===== src/rtl/jzjpcc_mdu_pkg.sv =====
// Shared types and decode helpers for the execute-stage multiply/divide unit.
package jzjpcc_mdu_pkg;

    typedef enum logic [2:0] {
        OP_MUL    = 3'b000,
        OP_MULH   = 3'b001,
        OP_MULHSU = 3'b010,
        OP_MULHU  = 3'b011,
        OP_DIV    = 3'b100,
        OP_DIVU   = 3'b101,
        OP_REM    = 3'b110,
        OP_REMU   = 3'b111
    } mdu_op_t;

    typedef enum logic [1:0] {
        IDLE = 2'd0,
        CALC = 2'd1,
        DONE = 2'd2
    } mdu_state_t;

    function automatic logic is_div(input logic [2:0] f);
        return f[2];
    endfunction

    // Returns {rs1 signed, rs2 signed}
    function automatic logic [1:0] op_signs(input logic [2:0] f);
        case (f)
            OP_MUL, OP_MULH, OP_DIV, OP_REM: return 2'b11;
            OP_MULHSU:                       return 2'b10;
            default:                         return 2'b00;
        endcase
    endfunction

endpackage


===== src/rtl/jzjpcc_mdu_divstep.sv =====
// One restoring-division step: shift in the next dividend bit, trial-subtract the divisor.
module jzjpcc_mdu_divstep
    import jzjpcc_mdu_pkg::*;
#(
    parameter int XLEN = 32
) (
    input  logic [XLEN-1:0] rem_i,
    input  logic            bit_i,
    input  logic [XLEN-1:0] div_i,
    output logic [XLEN-1:0] rem_o,
    output logic            qbit_o
);

    logic [XLEN:0] shifted;
    logic [XLEN:0] diff;

    // rem_i < div_i always holds, so a borrow shows up exactly in the top bit
    assign shifted = {rem_i, bit_i};
    assign diff    = shifted - {1'b0, div_i};
    assign qbit_o  = ~diff[XLEN];
    assign rem_o   = qbit_o ? diff[XLEN-1:0] : shifted[XLEN-1:0];

endmodule


===== src/rtl/jzjpcc_execute_mdu.sv =====
// Iterative RV32M multiply/divide unit with valid/ready handshakes on both sides.
// Define JZJPCC_MDU_EARLY_OUT_EN to end multiplies once the multiplier is exhausted.
module jzjpcc_execute_mdu
    import jzjpcc_mdu_pkg::*;
#(
    parameter int XLEN               = 32,
    parameter int MUL_BITS_PER_CYCLE = 1
) (
    input  logic            clock,
    input  logic            reset,
    input  logic            flush,
    input  logic            in_valid,
    output logic            in_ready,
    input  logic [2:0]      funct3,
    input  logic [XLEN-1:0] rs1,
    input  logic [XLEN-1:0] rs2,
    input  logic [4:0]      rdAddr,
    output logic            out_valid,
    input  logic            out_ready,
    output logic [XLEN-1:0] result,
    output logic [4:0]      out_rdAddr,
    output logic            busy
);

    localparam int CW = $clog2(XLEN) + 1;
    localparam logic [CW-1:0] MUL_LAST = CW'(XLEN / MUL_BITS_PER_CYCLE);
    localparam logic [CW-1:0] DIV_LAST = CW'(XLEN);

    mdu_state_t        state_q;
    mdu_op_t           op_q;
    logic              neg_a_q, neg_b_q, out_valid_q;
    logic [CW-1:0]     cnt_q;
    logic [2*XLEN-1:0] acc_q, acc_d, mcand_q, mcand_d;
    logic [XLEN-1:0]   mplier_q, mplier_d, result_q;
    logic [4:0]        rd_q;

    // Operand decode at accept time
    logic [1:0]      sgn;
    logic            a_neg, b_neg, div_zero, div_ovf;
    logic [XLEN-1:0] a_mag, b_mag, spec_res;

    assign sgn      = op_signs(funct3);
    assign a_neg    = sgn[1] & rs1[XLEN-1];
    assign b_neg    = sgn[0] & rs2[XLEN-1];
    assign a_mag    = a_neg ? -rs1 : rs1;
    assign b_mag    = b_neg ? -rs2 : rs2;
    assign div_zero = (rs2 == '0);
    assign div_ovf  = sgn[1] && (rs1 == {1'b1, {(XLEN-1){1'b0}}}) && (&rs2);
    assign spec_res = funct3[1] ? (div_zero ? rs1 : '0) : (div_zero ? '1 : rs1);

    // Shift-add multiply: multiplicand moves left, multiplier drains right
    always_comb begin
        acc_d = acc_q;
        for (int b = 0; b < MUL_BITS_PER_CYCLE; b++)
            if (mplier_q[b]) acc_d = acc_d + (mcand_q << b);
        mcand_d  = mcand_q << MUL_BITS_PER_CYCLE;
        mplier_d = mplier_q >> MUL_BITS_PER_CYCLE;
    end

    // Divide reuses the datapath: acc low half = remainder, mplier = dividend/quotient, mcand = divisor
    logic [XLEN-1:0] rem_nxt;
    logic            qbit;

    jzjpcc_mdu_divstep #(.XLEN(XLEN)) u_divstep (
        .rem_i  (acc_q[XLEN-1:0]),
        .bit_i  (mplier_q[XLEN-1]),
        .div_i  (mcand_q[XLEN-1:0]),
        .rem_o  (rem_nxt),
        .qbit_o (qbit)
    );

    logic [2*XLEN-1:0] prod_fix;
    logic [XLEN-1:0]   quo_fix, rem_fix, fin_res;
    logic              mul_done, calc_done;

    assign prod_fix = (neg_a_q ^ neg_b_q) ? -acc_q : acc_q;
    assign quo_fix  = (neg_a_q ^ neg_b_q) ? -mplier_q : mplier_q;
    assign rem_fix  = neg_a_q ? -acc_q[XLEN-1:0] : acc_q[XLEN-1:0];

    always_comb begin
        case (op_q)
            OP_MUL:                      fin_res = prod_fix[XLEN-1:0];
            OP_MULH, OP_MULHSU, OP_MULHU: fin_res = prod_fix[2*XLEN-1:XLEN];
            OP_DIV, OP_DIVU:             fin_res = quo_fix;
            default:                     fin_res = rem_fix;
        endcase
    end

`ifdef JZJPCC_MDU_EARLY_OUT_EN
    // Product is already aligned in acc, so stopping early changes nothing but latency
    assign mul_done = (cnt_q == MUL_LAST) || (mplier_q == '0);
`else
    assign mul_done = (cnt_q == MUL_LAST);
`endif
    assign calc_done = is_div(op_q) ? (cnt_q == DIV_LAST) : mul_done;

    always_ff @(posedge clock) begin
        if (!reset) begin
            state_q     <= IDLE;
            op_q        <= OP_MUL;
            neg_a_q     <= 1'b0;
            neg_b_q     <= 1'b0;
            out_valid_q <= 1'b0;
            cnt_q       <= '0;
            acc_q       <= '0;
            mcand_q     <= '0;
            mplier_q    <= '0;
            result_q    <= '0;
            rd_q        <= '0;
        end else if (flush) begin
            state_q     <= IDLE;
            out_valid_q <= 1'b0;
        end else begin
            case (state_q)
                IDLE: if (in_valid) begin
                    op_q     <= mdu_op_t'(funct3);
                    rd_q     <= rdAddr;
                    neg_a_q  <= a_neg;
                    neg_b_q  <= b_neg;
                    cnt_q    <= '0;
                    acc_q    <= '0;
                    if (is_div(funct3)) begin
                        mcand_q  <= {{XLEN{1'b0}}, b_mag};
                        mplier_q <= a_mag;
                    end else begin
                        mcand_q  <= {{XLEN{1'b0}}, a_mag};
                        mplier_q <= b_mag;
                    end
                    if (is_div(funct3) && (div_zero || div_ovf)) begin
                        result_q    <= spec_res;
                        out_valid_q <= 1'b1;
                        state_q     <= DONE;
                    end else begin
                        state_q <= CALC;
                    end
                end
                CALC: if (calc_done) begin
                    result_q    <= fin_res;
                    out_valid_q <= 1'b1;
                    state_q     <= DONE;
                end else begin
                    cnt_q <= cnt_q + 1'b1;
                    if (is_div(op_q)) begin
                        acc_q    <= {{XLEN{1'b0}}, rem_nxt};
                        mplier_q <= {mplier_q[XLEN-2:0], qbit};
                    end else begin
                        acc_q    <= acc_d;
                        mcand_q  <= mcand_d;
                        mplier_q <= mplier_d;
                    end
                end
                DONE: if (out_ready) begin
                    out_valid_q <= 1'b0;
                    state_q     <= IDLE;
                end
                default: state_q <= IDLE;
            endcase
        end
    end

    assign in_ready   = (state_q == IDLE);
    assign busy       = (state_q != IDLE);
    assign out_valid  = out_valid_q;
    assign result     = result_q;
    assign out_rdAddr = rd_q;

endmodule


===== config.mk =====
export PLATFORM = sky130hd
export DESIGN_NAME = jzjpcc_execute_mdu
export DESIGN_NICKNAME = d
export VERILOG_FILES = /design/src/rtl/jzjpcc_mdu_pkg.sv /design/src/rtl/jzjpcc_mdu_divstep.sv /design/src/rtl/jzjpcc_execute_mdu.sv
export SDC_FILE = /design/constraint.sdc
export NUM_CORES = 1
export LEC_CHECK = 0
export BUFFER_PORTS_ARGS = -buffer_cell sky130_fd_sc_hd__buf_4
export CORE_MARGIN = 1
export CORE_UTILIZATION = 30
export DETAILED_ROUTE_END_ITERATION = 8
export SLEW_MARGIN = 30
export SYNTH_ARGS = -nofsm -noshare
export SYNTH_HDL_FRONTEND = slang
export SYNTH_HIERARCHICAL = 1
export SYNTH_SLANG_ARGS = --single-unit

===== constraint.sdc =====
create_clock -name clock -period 4 [get_ports clock]
set_clock_uncertainty 0.05 [all_clocks]
set_input_delay 0 -clock clock [delete_from_list [all_inputs] [get_ports clock]]
set_output_delay 0 -clock clock [all_outputs]
set_load 0.1 [all_outputs]

==> summary.md, run 1 <==
| Metric | Value |
|---|---|
| TritonCTS clock tree | `built` |
| Final setup margin | `0.188 ns` |
| Diode count | `0` |
| HPWL Detailed | `62400 µm` |
| Die Wd | `262 µm` |
| Port Buffers | `116` |
| Vias | `22.3k` |
| CTS root buf | `clkbuf_16` |
| Setup crit start kind | `register` |
| #FFs+latches synth | `211` |
| Area Growth Syn to Fin | `19.7%` |
| TritonCTS Sinks | `211` |
| Mean Syn Cell Area | `7.23 µm²` |
| CP max FO | `24` |
| Sequential fraction of the synthesis area | `0.209` |
| Cells after synthesis | `2802` |
| Final period util | `0.953` |
| Synthesized cell area | `0.0203 mm²` |
| DRT iter0 DRCs | `2185` |
| Fin Setup TNS | `0 ns` |
| FILL cells | `7010` |
| Outcome | `finished clean` |
| Gr usage total | `0.233` |
| Antenna-violating nets left | `0` |
| Most frequent cells in the layout | `a21oi_1 (289), nor2_1 (272), nand2_1 (265), buf_4 (236), dfxtp_1 (210)` |
| Ys flop type | `dfxtp_1` |
| Layout Nets | `3131` |
| Die ar. | `0.0686 mm²` |
| Total gr overflow | `0` |
| DRC | `0` |
| Distinct cells, synth | `101` |
| Kind of critical path | `register to register` |
| Hold Crit Start | `rs2[19]` |
| H-Tree Depth | `1` |
| Leakage | `0.00967 µW` |
| Worst r2r src | `acc_q[3]` |
| Avg WL per Cell | `21.4 µm` |
| Worst hold path depth | `5` |
| YS warnings | `6` |
| EDFF count, synth | `0` |
| WP data arrival | `4.19 ns` |
| Slowest stage cell, crit path | `dfxtp_1` |
| Critical Path Max Stage Delay | `0.60 ns` |
| Fraction of registers with async set/reset | `0` |
| HP Class | `input port to register` |
| I/O Pins | `117` |
| Initial antenna violation count | `0` |
| Post-Route WL | `82200 µm` |
| Crit path required time | `4.38 ns` |
| Vias in the first global route | `20.2k` |
| Commonest non-fill, non-tap cell in the layout | `a21oi_1` |
| RSZ-0062 raised after global routing | `no` |
| Slew headroom | `0.390` |
| Chip height | `262 µm` |
| Initial DRT Pass Iterations | `5` |
| Hold endpoint | `mplier_q[19]` |
| Synthesized Nets | `2983` |
| Worst-case hold slack | `0.0150 ns` |
| CP Capture Type | `register` |
| Maxcap violations | `0` |
| Largest net degree at the start of global routing | `74` |
| GPL Wtd Cong | `1.02` |
| Rows | `94` |
| Clock Pin Slew Worst Setup and Hold Paths | `0.07 ns` |
| Post-route cell area | `0.0242 mm²` |
| Inserted Clock Buffers | `27` |
| Dpl cell area | `0.0223 mm²` |
| Flop-to-flop setup slack | `0.19 ns` |
| Max-slew violations | `0` |
| Share of cells above drive strength 1 | `0.121` |
| Avg Vias per Cell | `5.82` |
| First-pass GRT wire length | `125000 µm` |
| Min cycle time layout | `3.81 ns` |
| Reg-to-Reg End | `acc_q[13]` |
| Pwr Density | `289 mW/mm²` |
| Reg2reg path depth | `15` |
| Clock buffer depth | `3` |
| Crit-path cells | `ha_1, a21o_1, a21oi_1, a21oi_2, o2111ai_1, a211oi_2, nor2_4, mux2i_4, and2_4, clkinv_8, mux2_4, nand2_1, o21ai_0, a22oi_1, nor2_1` |
| Worst slew pin tran | `0.915 ns` |
| Clk_lat worst skew | `0.60 ns` |
| VDD IR-drop max | `0.000322 V` |
| Setup bufs post-CTS | `0` |
| Final hold viol count | `0` |
| Place WS | `0.0511 ns` |
| Starting Density | `0.305` |
| # setup viols final | `0` |
| Core area | `0.0663 mm²` |
| Fmax | `262 MHz` |
==> metrics by stage <==
step | power (µW) | instances | util
after floorplan | 3420 | 2802 | -
after global placement | 4010 | 3698 | 0.336
after detailed placement | 4000 | 3698 | 0.336
after CTS | 7020 | 3834 | 0.365
after global routing | 7280 | 3834 | 0.366
final | 7020 | 3834 | 0.366
==> where the power goes <==
group | switching, µW | total (µW) | internal (µW)
clock | 1090 | 2940 | 1850
sequential | 104 | 2260 | 2160
combinational | 1140 | 1820 | 682
total | 2320 | 7020 | 4690
==> worst max-delay path by stage <==
stage | start | end | slack, ns | cells past startpoint
2_1_floorplan | mplier_q[31] | acc_q[22] | 0.29 | 18
3_3_place_gp | acc_q[1] | result[30] | -0.003 | 16
3_5_place_dp | acc_q[1] | result[30] | 0.05 | 16
4_1_cts | acc_q[1] | result[30] | 0.03 | 16
5_1_grt | mplier_q[31] | acc_q[4] | 0.008 | 17
6_report | acc_q[3] | acc_q[13] | 0.19 | 15
==> final cells by class <==
cell class | instances | area, µm² | area share
Sequential cell | 211 | 4230 | 0.174
Multi-Input combinational cell | 2299 | 14900 | 0.615
Clock inverter | 14 | 292 | 0.0120
Timing Repair Buffer | 323 | 2640 | 0.109
Inverter | 88 | 345 | 0.0142
Clock buffer | 35 | 756 | 0.0312
Tap cell | 864 | 1080 | 0.0446
==> kinds of logic after synthesis <==
kind of cell               count (synthesis)  synth area share
muxes                                     63            0.0368
adders and majority gates                128            0.0768
DFF                                      211             0.209
AOI/OAI and AO/OA                        973             0.309
xor gates and xnor gates                 219            0.0947
and+or+nand+nor                          916             0.215
buffers and inverters                    292            0.0598
==> metal layers <==
metal,GRT usage,up-vias,routed length (µm)
met5,0,-,0
met4,0.104,0,4090
li1,-,10600,-
met1,0.321,10500,35800
met3,0.0316,167,6550
met2,0.359,1007,35700
==> state kept, by name, summed over array words and instances (netlist names) <==
signal      flops
acc_q          64
cnt_q           6
mcand_q        64
mplier_q       32
neg_a_q         1
neg_b_q         1
op_q            3
out_rdAddr      5
out_valid       1
result         32
state_q         2
==> what timing repair did <==
| action | 4_1_cts | 5_1_grt |
|---|---|---|
| endpoints found under the setup margin | 0 | 13 |
| resized for setup | 0 | 5 |
| endpoints found under the hold margin | 96 | 0 |
| hold buffers | 87 | 0 |
==> synthesized netlist by cell type, types with 13 or more instances <==
| master | n | area, µm² |
|---|---|---|
| maj3_1 | 24 | 240 |
| clkbuf_1 | 176 | 661 |
| xnor2_1 | 109 | 955 |
| or3_1 | 29 | 181 |
| o21bai_1 | 13 | 97.6 |
| o21a_1 | 17 | 128 |
| nand2b_1 | 18 | 113 |
| dfxtp_1 | 211 | 4220 |
| o221ai_1 | 27 | 236 |
| or4_1 | 14 | 105 |
| a21oi_1 | 291 | 1460 |
| o22ai_1 | 23 | 144 |
| o211ai_1 | 51 | 383 |
| xor2_1 | 110 | 963 |
| a22oi_1 | 60 | 450 |
| a221oi_1 | 40 | 350 |
| a21o_1 | 47 | 353 |
| nor2_1 | 278 | 1040 |
| nor4_1 | 30 | 188 |
| and3_1 | 48 | 300 |
| a31oi_1 | 35 | 219 |
| mux2i_1 | 37 | 370 |
| a211oi_1 | 47 | 353 |
| and2_1 | 17 | 106 |
| nand4_1 | 33 | 206 |
| inv_1 | 82 | 308 |
| ha_1 | 102 | 1280 |
| nor2b_1 | 13 | 81.3 |
| nor3_1 | 74 | 370 |
| o31ai_1 | 33 | 248 |
| o21ai_0 | 193 | 966 |
| nand2_1 | 265 | 995 |
| mux2_4 | 19 | 285 |
| nand3_1 | 50 | 250 |
==> worst max-delay path: cells and delay by family, from the launching register on <==
| family | cells | cell delay (ns) |
|---|---|---|
| compound gates | 7 | 1.29 |
| buf+inv | 1 | 0.16 |
| mux | 2 | 0.60 |
| fa+ha+maj | 1 | 0.39 |
| flops | 1 | 0.60 |
| simple gates | 4 | 0.54 |
(Power assumes the default switching activity.)
==> run 2: changes to the inputs <==
--- a/config.mk
+++ b/config.mk
@@ -9,6 +9,7 @@
 export CORE_MARGIN = 1
 export CORE_UTILIZATION = 30
 export DETAILED_ROUTE_END_ITERATION = 8
+export RECOVER_POWER = 25
 export SLEW_MARGIN = 30
 export SYNTH_ARGS = -nofsm -noshare
 export SYNTH_HDL_FRONTEND = slang
==> summary.md, run 2 (synthesis gave the netlist of run 1 again) <==
| Metric | Value |
|---|---|
| Avg WL per Cell | `21.4 µm` |
| # setup viols final | `0` |
| Leakage | `0.00949 µW` |
| Pwr Density | `291 mW/mm²` |
| Total gr overflow | `0` |
| Vias in the first global route | `20.2k` |
| Min cycle time layout | `3.80 ns` |
| Die ar. | `0.0686 mm²` |
| Most frequent cells in the layout | `a21oi_1 (290), nor2_1 (274), nand2_1 (265), dfxtp_1 (210), buf_4 (194)` |
| Area Growth Syn to Fin | `18.9%` |
| CP max FO | `24` |
| Antenna-violating nets left | `0` |
| Final period util | `0.951` |
| Critical Path Max Stage Delay | `0.59 ns` |
| Routed wire length on met2 | `35600 µm` |
| Initial DRT Pass Iterations | `6` |
| Top Registers | `acc_q x64, mcand_q x64` |
| Post-Route WL | `82200 µm` |
| HPWL Detailed | `62400 µm` |
| Starting Density | `0.305` |
| Rows | `94` |
| First-pass GRT wire length | `125000 µm` |
| Gr usage total | `0.233` |
| Top sig layer | `met4` |
| Worst slew pin tran | `1.29 ns` |
| Kind of critical path | `register to register` |
| DRC | `0` |
| Worst path most repeated cell | `and3_4` |
| CTS root buf | `clkbuf_16` |
| Crit-path cells | `ha_1, and3_4, and3_4, a221o_1, a21oi_1, a211oi_2, nor2_4, mux2i_4, and2_4, clkinv_8, mux2_4, nand2_1, o21ai_0, a22oi_1, nor2_1` |
| Commonest non-fill, non-tap cell in the layout | `a21oi_1` |
| Crit path required time | `4.38 ns` |
| CP Capture Type | `register` |
| Slew headroom | `0.144` |
| Final hold viol count | `0` |
| Met1 WL | `36300 µm` |
| Initial antenna violation count | `0` |
| Finished Layout Cells | `3834` |
| Clk_lat worst skew | `0.60 ns` |
| Chip height | `262 µm` |
| Setup crit start kind | `register` |
| Vias | `22.3k` |
| Maxcap violations | `0` |
| Fmax | `263 MHz` |
| TritonCTS Sinks | `211` |
| Share of cells above drive strength 1 | `0.106` |
| Clock Pin Slew Worst Setup and Hold Paths | `0.07 ns` |
| Max-slew violations | `0` |
| Largest net degree at the start of global routing | `74` |
| DRT iter0 DRCs | `2422` |
| Die Wd | `262 µm` |
| Outcome | `finished clean` |
| H-Tree Depth | `1` |
| Diode count | `0` |
| TritonCTS clock tree | `built` |
| Avg Vias per Cell | `5.80` |
| FILL cells | `7060` |
| Worst-case hold slack | `0.0167 ns` |
| Setup bufs post-CTS | `0` |
| HP Class | `input port to register` |
| VDD IR-drop max | `0.000325 V` |
| Inserted Clock Buffers | `27` |
| I/O Pins | `117` |
| Met3 wire len | `6110 µm` |
| WP data arrival | `4.18 ns` |
| GPL Wtd Cong | `1.02` |
| Layout Nets | `3131` |
| Core area | `0.0663 mm²` |
| Placed cells | `3698` |
| Final Util | `0.363` |
| RSZ-0062 raised after global routing | `no` |
| Slowest stage cell, crit path | `dfxtp_1` |
| Port Buffers | `116` |
| Clock buffer depth | `3` |
run 2: cell types whose count changed in the layout (fill, tap and decap cells not counted), sizes merged:
cell | previous run | this run
buf | 236 | 194
clkbuf | 35 | 77
run 2: layout make-up:
type	instances	area (µm²)	share of cell area
clock buffer	35	756	0.0314
tap	864	1080	0.0449
timing repair buffer	323	2480	0.103
multi-input combinational	2299	14900	0.619
inverter	88	345	0.0143
sequential	211	4230	0.176
clock inverter	14	292	0.0121
run 2: metal layers:
layer  vias up  track usage
li1      10600            -
met4         0        0.104
met5         -            0
met2       963        0.359
met3       174       0.0316
met1     10500        0.321
run 2: worst paths after layout:
kind,start,slack [ns],end,depth (start not counted)
worst max register to register,acc_q[17],0.20,acc_q[13],15
worst min-delay path,rs2[19],0.02,mplier_q[19],5
worst min register to register,out_rdAddr[1],0.40,out_rdAddr[1],2
worst max-delay path,acc_q[17],0.20,acc_q[13],15
run 2: where the power goes:
group / total (µW) / switching (µW) / internal, µW
Combinational: 1810 / 1140 / 674
Clock: 2940 / 1090 / 1850
Sequential: 2260 / 103 / 2160
run 2: critical path: cells and delay by family, from the launching register on:
kind | cells | cell delay (ns)
multiplexers | 2 | 0.60
adder cells (fa/ha/maj) | 1 | 0.38
buffers and inverters | 1 | 0.16
AND/OR/NAND/NOR | 6 | 0.94
flip-flops | 1 | 0.59
AO/OA/AOI/OAI | 5 | 0.89
run 2: timing repair:
action / in CTS / in global routing
gates resized for setup: 0 / 5
endpoints found under the hold margin: 96 / 0
hold buffers: 87 / 0
setup endpoints to repair: 0 / 13
run 2: per-stage QoR:
stage                     power [µW]  cell area (µm²)  setup WS [ns]  setup TNS, ns
after global routing            7270            24100        0.00770              0
after CTS                       7020            24200         0.0258              0
after detailed placement        4000            22300         0.0511              0
after global placement          4010            22300       -0.00295       -0.00295
after floorplan                 3420            20300          0.295              0
final                           7010            24100          0.198              0
